File: config.mk
export PLATFORM = sky130hd
export DESIGN_NAME = s386_resp_logger_flat
export DESIGN_NICKNAME = d
export VERILOG_FILES = /design/src/rtl/s386_resp_logger_if.sv /design/src/rtl/s386_resp_logger.sv /design/src/flat_wrapper.sv
export SDC_FILE = /design/constraint.sdc
export NUM_CORES = 1
export LEC_CHECK = 0
export ABC_AREA = 1
export CORE_ASPECT_RATIO = 0.7
export CORE_MARGIN = 1
export CORE_UTILIZATION = 45
export CTS_CLUSTER_DIAMETER = 200
export CTS_CLUSTER_SIZE = 20
export DETAILED_ROUTE_END_ITERATION = 16
export HOLD_SLACK_MARGIN = 0.03
export PLACE_DENSITY = 0.72
export REMOVE_ABC_BUFFERS = 1
export SLEW_MARGIN = 25
export SYNTH_ARGS = -nofsm -noshare
export SYNTH_HDL_FRONTEND = slang
export SYNTH_SLANG_ARGS = --single-unit
File: constraint.sdc
create_clock -name CK -period 4.9 [get_ports CK]
set_clock_uncertainty 0.1 [all_clocks]
set_input_delay 0.49 -clock CK [delete_from_list [all_inputs] [get_ports CK]]
set_output_delay 0.49 -clock CK [all_outputs]
set_load 0.02 [all_outputs]
File: src/rtl/s386_resp_logger_if.sv
// Bus bundle between the s386 response logger and its producer/consumer.
// The master drives sampling and drain controls; the slave (logger) returns the FIFO head.
interface s386_resp_logger_if #(
   parameter int unsigned DEPTH = 8,
   parameter int unsigned TS_W  = 16
);
   localparam int unsigned CW = $clog2(DEPTH) + 1;

   logic            EN;
   logic [6:0]      d_in;
   logic            clr_ovf;
   logic            ev_ready;
   logic            ev_valid;
   logic [6:0]      ev_word;
   logic [TS_W-1:0] ev_ts;
   logic [CW-1:0]   ev_count;
   logic            ev_ovf;

   modport master (
      output EN, d_in, clr_ovf, ev_ready,
      input  ev_valid, ev_word, ev_ts, ev_count, ev_ovf
   );

   modport slave (
      input  EN, d_in, clr_ovf, ev_ready,
      output ev_valid, ev_word, ev_ts, ev_count, ev_ovf
   );
endinterface

File: src/rtl/s386_resp_logger.sv
// Change logger for the s386 primary outputs: timestamps every change of d_in and queues it
// in a show-ahead FIFO drained over a valid/ready handshake.
module s386_resp_logger #(
   parameter int unsigned DEPTH = 8,
   parameter int unsigned TS_W  = 16
) (
   input logic               CK,
   input logic               RST,
   s386_resp_logger_if.slave bus
);
   localparam int unsigned AW = $clog2(DEPTH);
   localparam int unsigned CW = AW + 1;
   localparam int unsigned EW = 7 + TS_W;
   localparam logic [CW-1:0] FullCnt = CW'(DEPTH);

   logic [TS_W-1:0] ts_q, ts_d;
   logic [6:0]      prev_q, prev_d;
   logic [CW-1:0]   wptr_q, wptr_d;
   logic [CW-1:0]   rptr_q, rptr_d;
   logic            ovf_q, ovf_d;
   logic [EW-1:0]   mem_q [DEPTH];

   logic [CW-1:0]   count;
   logic            valid;
   logic            full;
   logic            change;
   logic            pop;
   logic            push;
   logic            drop;
   logic [EW-1:0]   head;

   assign count = wptr_q - rptr_q;
   assign valid = (count != '0);
   assign full  = (count == FullCnt);
   assign head  = mem_q[rptr_q[AW-1:0]];

   always_comb begin
      change = bus.EN && (bus.d_in != prev_q);
      pop    = valid && bus.ev_ready;
      // A full FIFO still accepts a push when the head leaves on the same edge.
      push   = change && (!full || pop);
      drop   = change && full && !pop;

      ts_d   = ts_q;
      prev_d = prev_q;
      wptr_d = wptr_q;
      rptr_d = rptr_q;
      ovf_d  = ovf_q;

      if (bus.EN) begin
         ts_d   = ts_q + TS_W'(1);
         prev_d = bus.d_in;
      end
      if (push) wptr_d = wptr_q + CW'(1);
      if (pop)  rptr_d = rptr_q + CW'(1);

      // Set wins over clear when a drop coincides with clr_ovf.
      if (drop)             ovf_d = 1'b1;
      else if (bus.clr_ovf) ovf_d = 1'b0;
   end

   always_ff @(posedge CK) begin
      if (RST) begin
         ts_q   <= '0;
         prev_q <= '0;
         wptr_q <= '0;
         rptr_q <= '0;
         ovf_q  <= 1'b0;
      end else begin
         ts_q   <= ts_d;
         prev_q <= prev_d;
         wptr_q <= wptr_d;
         rptr_q <= rptr_d;
         ovf_q  <= ovf_d;
      end
   end

   // Storage needs no reset; entries are only visible between valid pointers.
   always_ff @(posedge CK) begin
      if (!RST && push) mem_q[wptr_q[AW-1:0]] <= {bus.d_in, ts_q};
   end

   assign bus.ev_valid = valid;
   assign bus.ev_count = count;
   assign bus.ev_ovf   = ovf_q;
   assign bus.ev_word  = valid ? head[EW-1:TS_W] : 7'h00;
   assign bus.ev_ts    = valid ? head[TS_W-1:0] : '0;
endmodule
File: src/flat_wrapper.sv
// flat-port wrapper written by rule: the top's interface ports become plain ports
module s386_resp_logger_flat 
#(
   parameter int unsigned DEPTH = 8,
   parameter int unsigned TS_W  = 16
)
  (CK, RST, bus_EN, bus_d_in, bus_clr_ovf, bus_ev_ready, bus_ev_valid, bus_ev_word, bus_ev_ts, bus_ev_count, bus_ev_ovf);
  s386_resp_logger_if #(.DEPTH(DEPTH), .TS_W(TS_W)) bus_i ();
  input logic CK;
  input logic RST;
  input wire logic [$bits(bus_i.EN)-1:0] bus_EN;
  input wire logic [$bits(bus_i.d_in)-1:0] bus_d_in;
  input wire logic [$bits(bus_i.clr_ovf)-1:0] bus_clr_ovf;
  input wire logic [$bits(bus_i.ev_ready)-1:0] bus_ev_ready;
  output wire logic [$bits(bus_i.ev_valid)-1:0] bus_ev_valid;
  output wire logic [$bits(bus_i.ev_word)-1:0] bus_ev_word;
  output wire logic [$bits(bus_i.ev_ts)-1:0] bus_ev_ts;
  output wire logic [$bits(bus_i.ev_count)-1:0] bus_ev_count;
  output wire logic [$bits(bus_i.ev_ovf)-1:0] bus_ev_ovf;
  assign bus_i.EN = bus_EN;
  assign bus_i.d_in = bus_d_in;
  assign bus_i.clr_ovf = bus_clr_ovf;
  assign bus_i.ev_ready = bus_ev_ready;
  assign bus_ev_valid = bus_i.ev_valid;
  assign bus_ev_word = bus_i.ev_word;
  assign bus_ev_ts = bus_i.ev_ts;
  assign bus_ev_count = bus_i.ev_count;
  assign bus_ev_ovf = bus_i.ev_ovf;
  s386_resp_logger #(.DEPTH(DEPTH), .TS_W(TS_W)) u_core (.CK(CK), .RST(RST), .bus(bus_i));
endmodule
Word-level counts from Yosys, hierarchy flattened:

Memory sizes are Yosys's and may differ from the RTL's. A register that Yosys moved wholly into a read port is not among the register bits.
Cells that the tools add are included.

* mux-type cells: 8
* reduce and logical (&&, ||, !) cells: 12
* equality and inequality tests: 2
* $add $sub $neg: 4

Operator list (number)
* adder 16 x 1 -> 16 bit, second input constant: 1
* 2-to-1 mux 16 bit: 1
* adder 4 x 1 -> 4 bit, second input constant: 2
* 2-to-1 mux 7 bit: 1
* != test 7 bit: 1
* logical AND 1 bit: 6
* 2-to-1 mux 3 bit: 2
* == test 4 bit, second input constant: 1
* 2-to-1 mux 1 bit: 4
* nonzero test 4 bit: 1
* subtractor 4 bit: 1
* zero test 1 bit: 3
* nonzero test 2 bit: 1
* logical OR 1 bit: 1

* bits in writable memories: 184
* flip-flop bits (word level): 32
* memories kept: 1
* input bits: 12
* word-level logic and storage cells: 32
* output and inout port bits: 29

Memory list
* u_core.mem_q: depth 8, bits a word 23, rd ports 1, clocked after Yosys merged registers in 1, wr ports 1, line s386_resp_logger.sv:21 `logic [EW-1:0] mem_q [DEPTH];`

Logic depth before layout (Yosys ltp):

* depth in word-level cells: 8
* mapped depth: 14

Least setup slack after synthesis:

Ideal clock, no wire load.

* kind: register to register
* from: register u_core.wptr_q[0]
* to: memory u_core.mem_q[1][0] in the netlist's numbering, enable pin
* cell stages (with the launch flop): 11
* library setup time: 432 ps
* required time: 4368 ps
* arrival time: 3347 ps
* clock period less this slack: 3879 ps
* path slack: 1021 ps
* path through: dfxtp_1 inv_1 ha_1 inv_1 fa_1 nor2_1 nand3_2 nor2_2 nand3_2 nand3_4 nor3_1

* word-level cells in the longest chain between the ends: 8
* elaborated cells between the ends (all ways): 10

Ends and longest elaborated chain
* from (decl): line s386_resp_logger.sv:18 `logic [CW-1:0] wptr_q, wptr_d;`
* from (signal assigned): line s386_resp_logger.sv:72 `wptr_q <= wptr_d;`
* subtractor 4 bit *: line s386_resp_logger.sv:32 `assign count = wptr_q - rptr_q;`
* net bus_ev_count[1]: line flat_wrapper.sv:18 `output wire logic [$bits(bus_i.ev_count)-1:0] bus_ev_count;`
* == test 4 bit / nonzero test 4 bit (equally long branches): line s386_resp_logger.sv:34, s386_resp_logger.sv:33
* zero test 1 bit / logical AND 1 bit (equally long branches): line s386_resp_logger.sv:41, s386_resp_logger.sv:39
* logical OR 1 bit *: line s386_resp_logger.sv:41 `push = change && (!full || pop);`
* logical AND 1 bit *: line s386_resp_logger.sv:41
* logical AND 1 bit *: line s386_resp_logger.sv:80 `if (!RST && push) mem_q[wptr_q[AW-1:0]] <= {bus.d_in, ts_q};`
* 2-to-1 mux 1 bit *: line s386_resp_logger.sv:80
* 2-to-1 mux 1 bit (not written as such) *: line s386_resp_logger.sv:80
* to (decl): line s386_resp_logger.sv:21

Mark *: on every way through the listed nets, which the timed path passes. The rest lies on a longest branch.

Worst setup path in the final report:

* from: register u_core.wptr_q[0]
* to: output bus_ev_word[4]

* word-level cells in the longest chain between the ends: 3

Ends and longest elaborated chain
* subtractor 4 bit: line s386_resp_logger.sv:32
* nonzero test 4 bit: line s386_resp_logger.sv:33 `assign valid = (count != '0);`
* 2-to-1 mux 7 bit: line s386_resp_logger.sv:86 `assign bus.ev_word = valid ? head[EW-1:TS_W] : 7'h00;`
* to (decl): line flat_wrapper.sv:16 `output wire logic [$bits(bus_i.ev_word)-1:0] bus_ev_word;`

Every way passes these cells.

==> results.py <==
metrics = {
    "routing": {
        "drtIter0Drc": 628,
        "drtPass1Iterations": 5,
        "wl_microns": 19500,
        "routedWlPerCell_microns": 17.9,
        "routed_via_density": 5.42,
        "drcViolationCount": 0,
        "antenna_left": 0,
        "vias": 5890,
    },
    "sta": {
        "finalCritPeriodShare_pct": 79.3,
        "finalHoldViolations": 0,
        "tightest_slew_ns": 1.04,
        "slew_headroom_pct": 30.6,
        "slew_violations": 0,
        "tns_ns": 0,
        "setup_viol": 0,
        "grt_setup_unrepaired": "false",
        "timing.fmax_mhz": 257,
        "period_needed_ns": 3.89,
    },
    "worst_setup_path": {
        "critPathMaxFanout": 23,
        "critPathLaunchType": "register",
        "reg2regPathDepth": 11,
        "critPathRequiredTime_ns": 4.31,
        "critPathArrivalTime_ns": 3.30,
        "crit_type": "reg -> out",
        "worst_setup_path_end_kind": "output pin",
    },
    "power": {
        "leakage_nw": 3.50,
        "combPwrFrac_pct": 28.7,
        "p_clk_share_pct": 25.2,
        "p_int_w": 0.00316,
        "power_frac_seq_pct": 46.2,
        "power_switching_w": 0.00144,
        "vdd_drop_max_mv": 0.211,
        "swShare_pct": 31.3,
        "power.density_mw_per_mm2": 453,
    },
    "synthesis": {
        "avgSynthCellArea_sq_um": 11.7,
        "synth-simple-area-share_pct": 14.5,
        "synth_area_leader_cell": "edfxtp_1",
        "synth_top_family_by_area": "simple AND/OR/NAND/NOR gates",
        "synth_seq_cells": 219,
        "async_reset_ff_share_pct": 0,
        "synth_cells": 778,
        "synth_edf_count": 184,
        "synth_cell_types": 35,
        "synthAdderAreaFrac_pct": 1.05,
        "yosys.area_share.xor_xnor_pct": 1.25,
        "synthTopCellsByArea": "edfxtp_1 (61%), nand2_1 (8.5%), dfxtp_1 (7.7%)",
        "synth-main-ff-cell": "edfxtp_1",
        "yosysSeqAreaShare_pct": 68.6,
        "yosys.area.top_type_share_pct": 60.9,
        "synth_most_common_cell": "nand2_1",
        "netlist_area_sq_mm": 0.00908,
        "yosysWarnings": 0,
        "synthMuxAreaShare_pct": 0,
        "synth_compound_area_share_pct": 10.7,
        "synth_common_cells": "nand2_1 (206), edfxtp_1 (184), nor2_1 (69), a21oi_1 (61), dfxtp_1 (35)",
    },
    "hold_path": {
        "hold_depth": 2,
        "hp-class": "reg -> reg",
    },
    "floorplanning": {
        "fp.dieW_microns": 172,
        "initial_utilization_pct": 45.9,
        "num_rows": 43,
        "die-area_sq_mm": 0.0208,
        "coreArea_sq_mm": 0.0198,
        "pin_count": 41,
        "die_h_microns": 121,
    },
    "clock_network": {
        "clk_latency_ns": 0.47,
        "cts_tree": "yes",
        "cts_htree_levels": 1,
        "cts-root-buf": "clkbuf_16",
        "cts_resized": 0,
        "cts_made_buffers": 14,
        "cts_buffer_depth": 3,
        "cts_sinks": 219,
        "clk_pin_slew_ns": 0.08,
        "cts_hold_buf": 0,
        "post_cts_buffers": 0,
    },
    "grt": {
        "grt_max_degree": 93,
        "gr-total-overflow": 0,
        "grt_pass1_vias": 5491,
        "grt_use_total_pct": 19.5,
        "antenna_found_initial": 0,
        "grt_pass1_wl_microns": 30600,
    },
    "outcome": {
        "status": "finished clean",
    },
    "finish": {
        "fillers": 1772,
        "syn2layout_area_growth_pct": 12.0,
        "antennaDiodeCount": 0,
        "layout-drive-gt1-share_pct": 8.21,
        "finalNonFillerCells": 1086,
        "nNetsFinal": 827,
    },
    "job": {
        "maxCapViolations": 0,
    },
    "placement": {
        "port_buffers": 40,
        "hpwl_microns": 11600,
        "dp.cells": 1062,
        "gp_congestion": 0.781,
    },
}
==> cells in the final DEF (no fill, tap or decap), types with 2 or more instances in the layout <==
cell type / instances
nand4_1: 7
nor2_1: 65
inv_1: 24
o21ai_0: 13
dfxtp_1: 32
a32oi_1: 23
dfxtp_2: 3
nand3_1: 12
edfxtp_1: 184
clkbuf_16: 15
nor3b_2: 2
ha_1: 6
inv_2: 6
nand2_1: 206
clkbuf_1: 9
nor2_2: 5
xnor2_1: 6
o21ai_1: 23
a32o_1: 23
nor3_1: 4
xor2_1: 7
o21a_1: 2
nand2_2: 5
buf_4: 18
nand3_2: 2
nor3_2: 4
a21oi_1: 61
clkdlybuf4s50_1: 40
==> power by group through the flow <==
stage | clock (W) | combinational, W | sequential (W)
floorplan | 0 | 0.000752 | 0.00221
finish | 0.00116 | 0.00132 | 0.00213
global placement | 0 | 0.00131 | 0.00217
detailed placement | 0 | 0.00133 | 0.00217
CTS | 0.00118 | 0.00133 | 0.00213
global route | 0.00125 | 0.00145 | 0.00214
==> state kept, by name, summed over array words and instances, names as in the netlist, named ones only <==
signal and count:
u_core.ts_q 16, u_core.bus.ev_ovf 1, u_core.mem_q 184, u_core.prev_q 7
u_core.wptr_q 4, u_core.rptr_q 4
==> cell families (layout without fill, tap and decap cells) <==
kind of cell,count (synthesis),in the layout
fa+ha+maj,7,7
flops,219,219
compound gates,149,149
simple gates,315,315
buf+inv,75,113
xor+xnor,13,13
==> worst paths after layout <==
kind / to / slack, ns / from
worst max-delay path: bus_ev_word[4] / 1.01 / u_core.wptr_q[0]
worst max register to register: u_core.mem_q[5][6] / 1.38 / u_core.wptr_q[0]
worst min register to register: u_core.bus.ev_ovf / 0.37 / u_core.bus.ev_ovf
worst min-delay path: u_core.bus.ev_ovf / 0.37 / u_core.bus.ev_ovf
==> through the flow <==
step / total power [W] / util [%] / instance area, sq um / hold WS, ns / setup WS, ns
finish: 0.00461 / 51.4 / 10200 / 0.373 / 1.01
CTS: 0.00464 / 51.4 / 10200 / 0.379 / 0.933
detailed placement: 0.00350 / 49.3 / 9760 / 0.367 / 1.25
global placement: 0.00348 / 49.3 / 9760 / 0.356 / 1.25
floorplan: 0.00296 / - / 8830 / 0.351 / 0.944
global route: 0.00484 / 51.4 / 10200 / 0.415 / 0.768
==> final cells by class <==
cell class	instances	area (sq um)	share of cell area, %
Sequential cell	219	6230	61.3
Multi-Input combinational cell	484	2520	24.8
Timing Repair Buffer	59	556	5.46
Clock buffer	24	409	4.02
Tap cell	270	338	3.32
Inverter	30	113	1.11
==> per-layer routing <==
layer  vias up  GRT usage [%]  share of wire, %
li1       2828              -                 -
met1      2826           29.2                48
met2       207           30.6                44
met3        29           2.52               6.4
met4         0           3.71               1.5
met5         -              0                 0
==> critical path: stages, from the launching register on <==
cell and delay, ns:
dfxtp_1 0.34, inv_1 0.23, ha_1 0.21, inv_1 0.07, fa_1 0.49, nor2_1 0.14, nand3_2 0.09, inv_1 0.07
nand2_2 0.07, inv_2 0.41, nor2_1 0.13, clkdlybuf4s50_1 0.56
Power figures use the tool's default switching activity.
